$ cat config.mk
export PLATFORM = sky130hd
export DESIGN_NAME = fir_decimator_fifo
export DESIGN_NICKNAME = d
export VERILOG_FILES = /design/src/rtl/fir_decimator_fifo.sv
export SDC_FILE = /design/constraint.sdc
export NUM_CORES = 1
export LEC_CHECK = 0
export CAP_MARGIN = 15
export CORE_UTILIZATION = 25
export CTS_CLUSTER_DIAMETER = 150
export CTS_CLUSTER_SIZE = 16
export DETAILED_ROUTE_END_ITERATION = 10
export MAX_ROUTING_LAYER = met4
export PLACE_DENSITY = 0.46
export SETUP_SLACK_MARGIN = 0.3
export SLEW_MARGIN = 20
export SYNTH_ARGS = -nofsm -noshare
export SYNTH_HDL_FRONTEND = slang
export SYNTH_SLANG_ARGS = --single-unit
$ cat constraint.sdc
create_clock -name clk -period 7.74 [get_ports clk]
set_input_delay 1.161 -clock clk [delete_from_list [all_inputs] [get_ports clk]]
set_output_delay 1.161 -clock clk [all_outputs]
set_load 0.02 [all_outputs]
$ cat src/rtl/fir_decimator_fifo.sv
// Decimates the FIR output stream, rescales each kept sample with an arithmetic shift
// and saturation, and buffers the results in a show-ahead FIFO behind a valid/ready port.
module fir_decimator_fifo #(
  parameter int DATA_W = 32,
  parameter int OUT_W  = 16,
  parameter int SHIFT  = 16,
  parameter int DECIM  = 4,
  parameter int DEPTH  = 16
) (
  input  logic                     clk,
  input  logic                     reset,
  input  logic [DATA_W-1:0]        fir_y,
  input  logic                     in_valid,
  output logic [OUT_W-1:0]         out_data,
  output logic                     out_valid,
  input  logic                     out_ready,
  output logic [$clog2(DEPTH):0]   fifo_count,
  output logic                     overflow,
  input  logic                     clear_overflow
);

  localparam int AW   = $clog2(DEPTH);
  localparam int CW   = AW + 1;
  localparam int PH_W = (DECIM > 1) ? $clog2(DECIM) : 1;

  localparam logic signed [DATA_W-1:0] SAT_MAX = {{(DATA_W-OUT_W+1){1'b0}}, {(OUT_W-1){1'b1}}};
  localparam logic signed [DATA_W-1:0] SAT_MIN = {{(DATA_W-OUT_W+1){1'b1}}, {(OUT_W-1){1'b0}}};

  // Down-counter of samples still to skip; a sample is kept when it reads zero.
  logic [PH_W-1:0] skip_cnt;
  logic            keep;

  logic signed [DATA_W-1:0] shifted;
  logic [OUT_W-1:0]         sat_val;

  logic             st_valid;
  logic [OUT_W-1:0] st_data;

  logic [OUT_W-1:0] mem [DEPTH];
  logic [AW-1:0]    wr_ptr;
  logic [AW-1:0]    rd_ptr;
  logic [AW-1:0]    rd_next;

  logic             pop;
  logic             wr_ok;
  logic             drop;
  logic [OUT_W-1:0] head_n;
  logic [CW-1:0]    count_n;

  assign keep    = in_valid && (skip_cnt == '0);
  assign shifted = $signed(fir_y) >>> SHIFT;

  always_comb begin
    sat_val = shifted[OUT_W-1:0];
    if (shifted > SAT_MAX)
      sat_val = SAT_MAX[OUT_W-1:0];
    else if (shifted < SAT_MIN)
      sat_val = SAT_MIN[OUT_W-1:0];
  end

  always_ff @(posedge clk) begin
    if (reset) begin
      skip_cnt <= '0;
      st_valid <= 1'b0;
      st_data  <= '0;
    end else begin
      if (in_valid)
        skip_cnt <= (skip_cnt == '0) ? PH_W'(DECIM - 1) : skip_cnt - 1'b1;
      st_valid <= keep;
      if (keep)
        st_data <= sat_val;
    end
  end

  assign out_valid = (fifo_count != '0);
  assign pop       = out_valid && out_ready;
  assign drop      = st_valid && (fifo_count == CW'(DEPTH)) && !pop;
  assign wr_ok     = st_valid && !drop;
  assign rd_next   = rd_ptr + AW'(1);

  always_comb begin
    count_n = fifo_count;
    if (wr_ok && !pop)
      count_n = fifo_count + CW'(1);
    else if (pop && !wr_ok)
      count_n = fifo_count - CW'(1);
  end

  // out_data is a register so it can hold the last head once the FIFO drains.
  always_comb begin
    head_n = out_data;
    if (pop) begin
      if (fifo_count > CW'(1))
        head_n = mem[rd_next];
      else if (wr_ok)
        head_n = st_data;
    end else if (fifo_count == '0 && wr_ok) begin
      head_n = st_data;
    end
  end

  always_ff @(posedge clk) begin
    if (!reset && wr_ok)
      mem[wr_ptr] <= st_data;
  end

  always_ff @(posedge clk) begin
    if (reset) begin
      wr_ptr     <= '0;
      rd_ptr     <= '0;
      fifo_count <= '0;
      out_data   <= '0;
      overflow   <= 1'b0;
    end else begin
      if (wr_ok)
        wr_ptr <= wr_ptr + AW'(1);
      if (pop)
        rd_ptr <= rd_next;
      fifo_count <= count_n;
      out_data   <= head_n;
      if (drop)
        overflow <= 1'b1;
      else if (clear_overflow)
        overflow <= 1'b0;
    end
  end

endmodule

# Yosys cells after proc, flatten, opt, wreduce, memory -nomap -nowiden

Memories as Yosys holds them, arrays and structs flattened.
Cells that the tools add are included.

Register bits: 49
RAM bits: 256
Bits of input ports: 37
Output and inout port bits: 23
Word-level logic and storage cells: 52
Memories: 1

$add $sub $neg: 5
$lt $le $gt $ge: 3
Equality and inequality tests: 2
Mux-type cells: 13
Reductions and logical operators: 20

Memories:

| memory | words | bits a word | rd ports | clocked after memory_dff | write ports | line | RTL |
|---|---|---|---|---|---|---|---|
| mem    | 16    | 16          | 1        | 0                        | 1           | 39   | `logic [OUT_W-1:0] mem [DEPTH];` |

Operators by type and width:

| cell                   | number |
|---|---|
| $mux W16               | 6 |
| $gt A16 B16 Y1 const B | 1 |
| $lt A16 B16 Y1 const B | 1 |
| $mux W5                | 2 |
| $logic_and A1 B1 Y1    | 9 |
| $add A4 B1 Y4 const B  | 2 |
| $reduce_bool A2 Y1     | 3 |
| $add A5 B1 Y5 const B  | 1 |
| $eq A5 B5 Y1 const B   | 1 |
| $gt A5 B1 Y1 const B   | 1 |
| $logic_not A5 Y1       | 1 |
| $reduce_bool A5 Y1     | 1 |
| $sub A5 B1 Y5 const B  | 1 |
| $logic_not A1 Y1       | 4 |
| $mux W1                | 4 |
| $ne A3 B1 Y1 const B   | 1 |
| $logic_not A2 Y1       | 1 |
| $mux W2                | 1 |
| $reduce_and A2 Y1      | 1 |
| $sub A2 B1 Y2 const B  | 1 |

# Logic depth before layout (Yosys ltp)

Gate-level depths: netlist of run 1.

Depth in word-level cells: 10
Mapped depth: 11

# Least setup slack after synthesis of run 1

No wires, ideal clock.

Path type: input port to flip-flop
Start: input port reset
End: memory mem[0][0] (enable)
Setup time: 0.409 ns
Arrival time: 3.017 ns
Required time: 7.331 ns
Path slack: 4.314 ns
Cell stages on the path: 4
Buffers on the path: 1
Cells stage by stage: clkbuf_1 > a211oi_1 > nand2_1 > nor3_1

Cells in the longest elaborated chain, start to end: 4

RTL lines:

| element                       | line | RTL |
|---|---|---|
| from (decl)                   | 11   | `input logic reset,` |
| $logic_not A1 Y1              | 103  | `if (!reset && wr_ok)` |
| $logic_and A1 B1 Y1           | 103  |  |
| $mux W1                       | 103  |  |
| $mux W1 (not written as such) | 104  | `mem[wr_ptr] <= st_data;` |
| to (decl)                     | 39   |  |

No other way between the ends.

# Final worst setup path of run 1

Start: input port out_ready
End: register out_data[7]

Cells in the longest elaborated chain, start to end: 8

RTL lines:

| element                             | line | RTL |
|---|---|---|
| from (decl)                         | 16   | `input logic out_ready,` |
| $logic_and A1 B1 Y1 (*)             | 76   | `assign pop = out_valid && out_ready;` |
| $logic_not A1 Y1                    | 77   | `assign drop = st_valid && (fifo_count == CW'(DEPTH)) && !pop;` |
| $logic_and A1 B1 Y1                 | 77   |  |
| $logic_not A1 Y1                    | 78   | `assign wr_ok = st_valid && !drop;` |
| $logic_and A1 B1 Y1                 | 78   |  |
| $logic_and A1 B1 Y1                 | 97   | `end else if (fifo_count == '0 && wr_ok) begin` |
| $reduce_bool A2 Y1 (no source line) | -    |  |
| $reduce_and A2 Y1 (no source line)  | -    |  |
| to (signal assigned)                | 120  | `out_data <= head_n;` |
| to (decl)                           | 14   | `output logic [OUT_W-1:0] out_data,` |

Mark *: on every way between the ends. The rest lies on a longest branch, timed or not.
A chain may end at the register's enable or synchronous reset.

==> metrics.md, run 1 <==
| Metric | Value |
|---|---|
| Clock Path Buffers | 3 |
| IO buf count | 43 |
| RR Startpoint | fifo_count[2] |
| First-pass GRT wire length | 45.8 mm |
| CP Max Fanout | 16 |
| Fin cells | 1448 |
| Area Growth Syn to Fin | 15.5% |
| Placed Cells incl. Taps | 1407 |
| Setup crit start | out_ready |
| Worst Hold Class | flip-flop to flip-flop |
| Drt wl/cell | 21.1 um |
| Maximum vdd ir drop | 0.256 mV |
| Final period util | 50.9% |
| Grt ovf | 0 |
| Slowest cell delay on critical path | 0.88 ns |
| Die footprint | 50500 um2 |
| GRT Resource Usage Total | 12.8% |
| Initial Util | 25.3% |
| CP top delay family | simple AND/OR/NAND/NOR gates |
| Cells after Synth | 723 |
| Syn Area/Cell | 17.1 um2 |
| R2r setup slk | 4.49 ns |
| Status | complete, no violations |
| Largest net degree at the start of global routing | 56 |
| Final setup fails | 0 |
| Chip height | 225 um |
| Root Buffer | clkbuf_16 |
| # DRC | 0 |
| Synthesis warning total | 0 |
| Final Cell Area | 14300 um2 |
| Mapped cell area | 12400 um2 |
| Slowest CP cell | and4b_1 |
| WL final | 30.6 mm |
| Number of flops mapped to enable cells by yosys | 256 |
| Via-per-instance ratio | 4.46 |
| Final Net Count | 817 |
| PD cells | 305 nW/um2 |
| RSZ-0062 raised after global routing | no |
| Final TNS setup | 0 ns |
| CP startpoint kind | input port |
| Post-CTS Hold Buffers | 0 |
| Detailed Routing Iterations Pass 1 | 5 |
| P_leak | 0.00442 uW |
| Worst-Skew Late Latency | 0.54 ns |
| Starting DRT DRC Count | 417 |
| Share of post-route cells with drive strength above 1 | 18.0% |
| Min Tclk post-route | 3.94 ns |
| Syn Nets | 772 |
| CTS tree | built |
| WP buf/inv | 2 |
| Final hold viol count | 0 |
| WS Path Type | input port to flip-flop |
| Fin Clk Skew | 0.0255 ns |
| Antenna Nets Post-Route | 0 |
| CTS Sinks | 305 |
| Die width | 225 um |
| Antenna violations before repair | 0 |
| # Post-CTS Setup Buffers | 0 |
| Async set-or-reset flop fraction in the synthesized netlist | 0% |
| Worst Path Arrival | 4.39 ns |
| Dpl cell area | 13700 um2 |
| CTS Buf Count | 23 |
| Hold path startpoint | skip_cnt[0] |
| Sequential fraction of the synthesis area | 69.9% |
| Max_cap viols | 0 |
| Least-Margin Pin Slew | 1.01 ns |
| Vias in the first global route | 6767 |
| Most common cell after layout, fill and taps aside | edfxtp_1 |
| Resize count post-CTS | 0 |
| Commonest non-fill, non-tap cells in the layout | edfxtp_1 (256), mux2i_1 (66), mux4_2 (48), dfxtp_1 (48), clkdlybuf4s50_1 (42) |
| Reg clk slew, reported paths | 0.07 ns |
| HPWL after DPL | 17.5 mm |
| Worst path cell trace | clkdlybuf4s50_1 > nor4b_1 > a21oi_1 > inv_1 > ha_1 > and4b_1 > o21ai_0 > a211oi_2 |
| Via count | 6457 |
| Peak Freq | 254 MHz |
| Row cnt | 81 |
| CTS H-tree lvls | 1 |
| Ports | 60 |
| Synth Register Bits | 305 |
| CP endpoint kind | flip-flop |
| Area of the core | 49000 um2 |
| Max-slew violations | 0 |
| GPL Wtd Cong | 0.701 |
| Yosys cell types | 42 |
| Critical Path RT | 8.19 ns |
| Relative slew margins | 32.5% |
| Number of diodes | 0 |
| Synth Flop Type | edfxtp_1 |
| Post-layout util | 29.2% |
registers in the layout, summed over array words and instances, names as in the netlist:
name and count:
mem 256, out_data 16, st_data 16, fifo_count 5, rd_ptr 4, wr_ptr 4
skip_cnt 2, overflow 1, st_valid 1
metal layers:
layer | wire length [um] | vias up | global-route usage [%]
li1 | - | 2937 | -
met1 | 15000 | 3364 | 18.1
met2 | 13900 | 125 | 19.5
met3 | 1220 | 31 | 2.09
met4 | 415 | 0 | 2.15
met5 | 0 | - | -
kinds of logic (layout without fill, tap and decap cells):
kind of cell	count (synthesis)	after routing	synth area share, %
compound gates	95	95	6.04
xor+xnor	12	12	0.848
fa+ha+maj	12	12	1.21
buf+inv	56	117	2.58
flops	305	305	69.9
mux	117	117	14.3
simple gates	126	126	5.06
worst register-to-register path: stages (launching register included):
cell and delay, ns:
dfxtp_1 0.43, nor4b_1 0.78, a21oi_1 0.33, inv_1 0.11, ha_1 0.19, and4b_1 0.88, o21ai_0 0.25, a211oi_2 0.21
path summary, 6_finish.rpt:
check | endpoint | cells past startpoint
min | skip_cnt[0] | 2
min reg2reg | skip_cnt[0] | 2
max reg2reg | out_data[7] | 7
max | out_data[7] | 8
stage by stage:
| step | power [uW] | hold WS (ns) | setup WS, ns |
|---|---|---|---|
| 6_report | 4360 | 0.498 | 3.80 |
| 5_1_grt | 4570 | 0.540 | 3.54 |
| 4_1_cts | 4420 | 0.501 | 3.82 |
| 3_5_place_dp | 3290 | 0.487 | 3.25 |
| 3_3_place_gp | 3290 | 0.488 | 3.30 |
| 2_1_floorplan | 2930 | 0.454 | 4.31 |
report_power, final:
part           switching, uW  leakage, uW  internal, uW  total (uW)
Sequential               111      0.00276          1830        1940
Combinational            689      0.00135           598        1290
Clock                    567     0.000311           565        1130
area by class of cell:
type	instances	area (um2)
fillers	4834	34600
clock inverters	1	16.3
clock buffers	40	639
inverters	13	48.8
flip-flops and latches	305	8670
repair buffers	63	576
multi-input cells	362	3530
well taps	664	831
synth_stat cells, types with 10 or more instances:
cell / instances / area [um2]
o21ai_0: 17 / 85.1
mux4_2: 48 / 1080
a21oi_1: 22 / 110
buf_2: 13 / 65.1
a211oi_2: 11 / 138
o211ai_1: 16 / 120
a211oi_1: 10 / 75.1
dfxtp_1: 49 / 981
ha_1: 12 / 150
nor2_1: 31 / 116
nand2_1: 41 / 154
buf_6: 12 / 135
clkbuf_1: 14 / 52.6
and3_1: 16 / 100
inv_1: 13 / 48.8
mux2i_1: 67 / 671
nor2b_1: 15 / 93.8
edfxtp_1: 256 / 7690
Note: power is estimated with default switching activity, not from simulation.
==> run 2: changes to the inputs <==
Settings changed: PLACE_DENSITY 0.46 to 0.47.
Clock period 7.74 ns to 3.25 ns, I/O delays scaled along.
==> metrics.md, run 2 (synthesized netlist as in run 1, its figures left out) <==
| Metric | Value |
|---|---|
| Status | complete, no violations |
| Root Buffer | clkbuf_16 |
| # DRC | 0 |
| Min Tclk post-route | 2.77 ns |
| Final hold viol count | 0 |
| Number of diodes | 0 |
| DRT met1 WL | 14.5 mm |
| Clock power share | 25.8% |
| Largest net degree at the start of global routing | 51 |
| RSZ-0062 raised after global routing | no |
| IO buf count | 43 |
| Fin Clk Skew | 0.0312 ns |
| Area of the multi-input gates | 3510 um2 |
| Sw Share | 31.1% |
| CP endpoint kind | primary output |
| Hold WS | 0.491 ns |
| Final setup fails | 0 |
| Grt ovf | 0 |
| Metal2 WL | 13.8 mm |
| Final Net Count | 830 |
| Max layer used | met4 |
| Peak Freq | 361 MHz |
| Int Pwr | 7240 uW |
| Worst Hold Class | flip-flop to flip-flop |
| Reg clk slew, reported paths | 0.07 ns |
| Register Area | 8670 um2 |
| Starting DRT DRC Count | 520 |
| Final period util | 85.3% |
| NetSw | 3270 uW |
| Detailed Routing Iterations Pass 1 | 4 |
| Commonest non-fill, non-tap cells in the layout | edfxtp_1 (256), mux2i_1 (67), mux4_2 (48) |
| Worst Path Arrival | 2.29 ns |
| Area of the core | 49000 um2 |
| Met3 wire len | 1.17 mm |
| Placed Cells incl. Taps | 1420 |
| Area Growth Syn to Fin | 18.1% |
| Chip height | 225 um |
| CTS tree | built |
| Clock Path Buffers | 3 |
| Row cnt | 81 |
| Gate power share | 30.9% |
| Via count | 6479 |
| P_leak | 0.00455 uW |
| Antenna Nets Post-Route | 0 |
| Maximum vdd ir drop | 0.536 mV |
| GPL Wtd Cong | 0.698 |
| R2r setup slk | 0.65 ns |
| Worst-Skew Late Latency | 0.54 ns |
| Sequential Power Share | 43.3% |
| Drt wl/cell | 20.4 um |
| Max_cap viols | 0 |
| CTS Sinks | 305 |
| Die width | 225 um |
| CTS Buf Count | 23 |
| CP Max Fanout | 7 |
| Relative slew margins | 39.2% |
| Critical Path RT | 2.76 ns |
| Most common cell after layout, fill and taps aside | edfxtp_1 |
| WL final | 29.8 mm |
| Die footprint | 50500 um2 |
| Antenna violations before repair | 0 |
| GRT Resource Usage Total | 12.3% |
| PD cells | 718 nW/um2 |
| Max-slew violations | 0 |
| Final TNS setup | 0 ns |
| Top Registers | mem (256), out_data (16), st_data (16) |
| Biggest register | mem |
| Post-CTS Hold Buffers | 0 |
| Initial Util | 25.3% |
| Ports | 60 |
| Fin cells | 1462 |
| Least-Margin Pin Slew | 0.910 ns |
| Via-per-instance ratio | 4.43 |
| Vias in the first global route | 6812 |
| Fillers | 4824 |
| WS Path Type | flip-flop to primary output |
| First-pass GRT wire length | 44.7 mm |
| Share of post-route cells with drive strength above 1 | 19.4% |
| HPWL after DPL | 16.9 mm |
| CTS H-tree lvls | 1 |
| Max FFs per register | 256 |
| CP startpoint kind | flip-flop |
## run 2: through the flow
| stage | util, % | instance area [um2] | power, uW | worst slack, ns |
|---|---|---|---|---|
| global route | 29.9 | 14600 | 11000 | 0.349 |
| CTS | 29.9 | 14600 | 10700 | 0.365 |
| finish | 29.9 | 14600 | 10500 | 0.477 |
| floorplan | - | 12400 | 6980 | 0.457 |
| global placement | 28.6 | 14000 | 7930 | 0.141 |
| detailed placement | 28.6 | 14000 | 7950 | 0.0893 |
## run 2: path summary, 6_finish.rpt
kind,to,cells after the start,start
hold / removal,skip_cnt[0],2,skip_cnt[0]
setup reg to reg,fifo_count[4],10,fifo_count[1]
setup / recovery,out_valid,5,fifo_count[1]
hold reg to reg,skip_cnt[0],2,skip_cnt[0]
## run 2: what timing repair did
item	in CTS	in global routing
endpoints found under the setup margin	8	1
hold endpoints to repair	0	0
pin swaps	0	0
gates resized for setup	1	1
setup buffers	0	0
## run 2: per-layer routing
layer / global-route usage, % / up-vias
met1: 17.4 / 3371
met2: 19.1 / 122
met3: 1.72 / 30
met5: - / -
met4: 2.08 / 0
li1: - / 2956
## run 2: power by group through the flow
stage / registers, uW / logic, uW / clock network, uW
floorplan: 4640 / 2330 / 0
global placement: 4640 / 3290 / 0
detailed placement: 4640 / 3310 / 0
CTS: 4550 / 3320 / 2790
global route: 4580 / 3500 / 2940
finish: 4550 / 3240 / 2710
## run 2: layout make-up
| cell class | instances | area share (%) |
|---|---|---|
| Clock buffer | 40 | 4.37 |
| Clock inverter | 2 | 0.171 |
| Inverter | 13 | 0.333 |
| Multi-Input combinational cell | 362 | 23.9 |
| Sequential cell | 305 | 59.2 |
| Tap cell | 664 | 5.67 |
| Timing Repair Buffer | 76 | 6.30 |
## run 2: worst max-delay path, stage by stage, from the launching register on
cell and delay, ns:
dfxtp_1 0.44, inv_1 0.11, ha_1 0.28, nor4b_4 0.16
inv_1 0.12, clkdlybuf4s50_1 0.64
==> run 3: changes to the inputs <==
Settings changed: CORE_MARGIN from default to 5.
==> metrics.md, run 3 (synthesized netlist as in run 1, its figures left out) <==
| Metric | Value |
|---|---|
| Status | complete, no violations |
| Sequential Power Share | 43.0% |
| First-pass GRT wire length | 45.8 mm |
| Biggest register | mem |
| Critical Path RT | 3.66 ns |
| Largest net degree at the start of global routing | 51 |
| Reg clk slew, reported paths | 0.07 ns |
| Area Growth Syn to Fin | 18.0% |
| CP Max Fanout | 7 |
| Setup crit start | fifo_count[1] |
| Final Net Count | 839 |
| Worst r2r path cells | 10 |
| Share of post-route cells with drive strength above 1 | 20.3% |
| Peak Freq | 374 MHz |
| P_leak | 0.00456 uW |
| Chip height | 233 um |
| Starting DRT DRC Count | 510 |
| Vias in the first global route | 6837 |
| Max_cap viols | 0 |
| NetSw | 3290 uW |
| Post-CTS Hold Buffers | 0 |
| Commonest non-fill, non-tap cells in the layout | edfxtp_1 (256), mux2i_1 (67), mux4_2 (48), dfxtp_1 (48) |
| Hold WS | 0.499 ns |
| Number of diodes | 0 |
| Die width | 233 um |
| Root Buffer | clkbuf_16 |
| Sw Share | 31.2% |
| Most common cell after layout, fill and taps aside | edfxtp_1 |
| IO buf count | 43 |
| Ports | 60 |
| Fin Clk Skew | 0.0261 ns |
| R2r setup slk | 0.57 ns |
| WS Path Type | flip-flop to flip-flop |
| Dpl cell area | 13900 um2 |
| Least-Margin Pin Slew | 0.954 ns |
| Final TNS setup | 0 ns |
| CTS H-tree lvls | 1 |
| Antenna Nets Post-Route | 0 |
| RR Endpoint | fifo_count[4] |
| Initial Util | 25.3% |
| CTS Sinks | 305 |
| RSZ-0062 raised after global routing | no |
| Gate power share | 31.5% |
| Drt wl/cell | 21.0 um |
| Final Cell Area | 14600 um2 |
| Area of the core | 49000 um2 |
| RR Startpoint | fifo_count[1] |
| Max-slew violations | 0 |
| Antenna violations before repair | 0 |
| Max FFs per register | 256 |
| Row cnt | 81 |
| Detailed Routing Iterations Pass 1 | 5 |
| CTS tree | built |
| Relative slew margins | 36.3% |
| Clock power share | 25.5% |
| Final period util | 82.4% |
| Maximum vdd ir drop | 0.481 mV |
| Critical Path End | fifo_count[4] |
| HPWL after DPL | 17.7 mm |
| Worst Path Arrival | 3.08 ns |
| GRT Resource Usage Total | 11.7% |
| Via count | 6604 |
| Top Registers | mem (256), out_data (16), st_data (16) |
| Final hold viol count | 0 |
| CP startpoint kind | flip-flop |
| WL final | 30.9 mm |
| Worst Hold Class | input port to flip-flop |
| CP endpoint kind | flip-flop |
| Worst-Skew Late Latency | 0.54 ns |
| Via-per-instance ratio | 4.49 |
| Grt ovf | 0 |
| Min Tclk post-route | 2.68 ns |
| GPL Wtd Cong | 0.697 |
| Int Pwr | 7250 uW |
| CTS Buf Count | 23 |
| Die footprint | 54100 um2 |
| # DRC | 0 |
| Clock Path Buffers | 3 |
| Final setup fails | 0 |
| PD cells | 720 nW/um2 |
## run 3: cell types whose count changed in the layout (fill, tap and decap cells not counted), moves of 4 or more
cell,change
nor3_2,-4
buf_12,-10
nor3_4,+4
buf_4,+19
## run 3: power by group through the flow
stage	registers (uW)	clock network (uW)	logic (uW)
floorplan	4640	0	2330
global placement	4620	0	3380
detailed placement	4620	0	3370
CTS	4530	2790	3390
global route	4550	2940	3580
finish	4530	2690	3320
## run 3: worst max-delay path, stage by stage (launching register included)
cell     delay (ns)
dfxtp_1        0.45
inv_1          0.12
ha_1           0.28
nor4b_4        0.17
inv_1          0.15
nand2_1        0.15
ha_1           0.24
or4b_2         0.60
a21oi_1        0.21
xnor2_1        0.14
nor2_1         0.05
## run 3: cell type report
type	count	area, um2
multi-input combinational	362	3550
timing repair buffer	85	868
clock inverter	2	25.0
sequential	305	8670
tap	664	831
inverter	13	48.8
fill	4846	34300
clock buffer	40	639
## run 3: worst min-delay path by stage
stage                   to  slack [ns]   startpoint  cells after the start
6_report        st_data[1]        0.50    fir_y[17]                      3
5_1_grt        st_data[15]        0.49    fir_y[31]                      3
4_1_cts         st_data[1]        0.48    fir_y[17]                      3
3_5_place_dp      overflow        0.49     overflow                      2
3_3_place_gp   skip_cnt[0]        0.48  skip_cnt[0]                      2
2_1_floorplan    rd_ptr[1]        0.45    rd_ptr[1]                      2
## run 3: what timing repair did
| action | CTS | global route |
|---|---|---|
| endpoints found under the setup margin | 0 | 28 |
| buffers inserted | 0 | 2 |
| gates resized for setup | 0 | 3 |
## run 3: per-stage QoR
stage / cells / power [uW] / utilization, % / setup WS [ns]
after floorplan: 723 / 6980 / - / 0.457
after global placement: 1427 / 7990 / 28.4 / 0.0954
after detailed placement: 1427 / 7990 / 28.4 / 0.0924
after CTS: 1469 / 10700 / 29.8 / 0.357
after global routing: 1471 / 11100 / 29.9 / 0.368
final: 1471 / 10500 / 29.9 / 0.573
## run 3: metal layers
layer / track usage (%) / share of wire, %
met4: 1.74 / 1.2
met3: 1.94 / 4.3
met2: 17.4 / 44
met5: - / 0
met1: 17.3 / 51
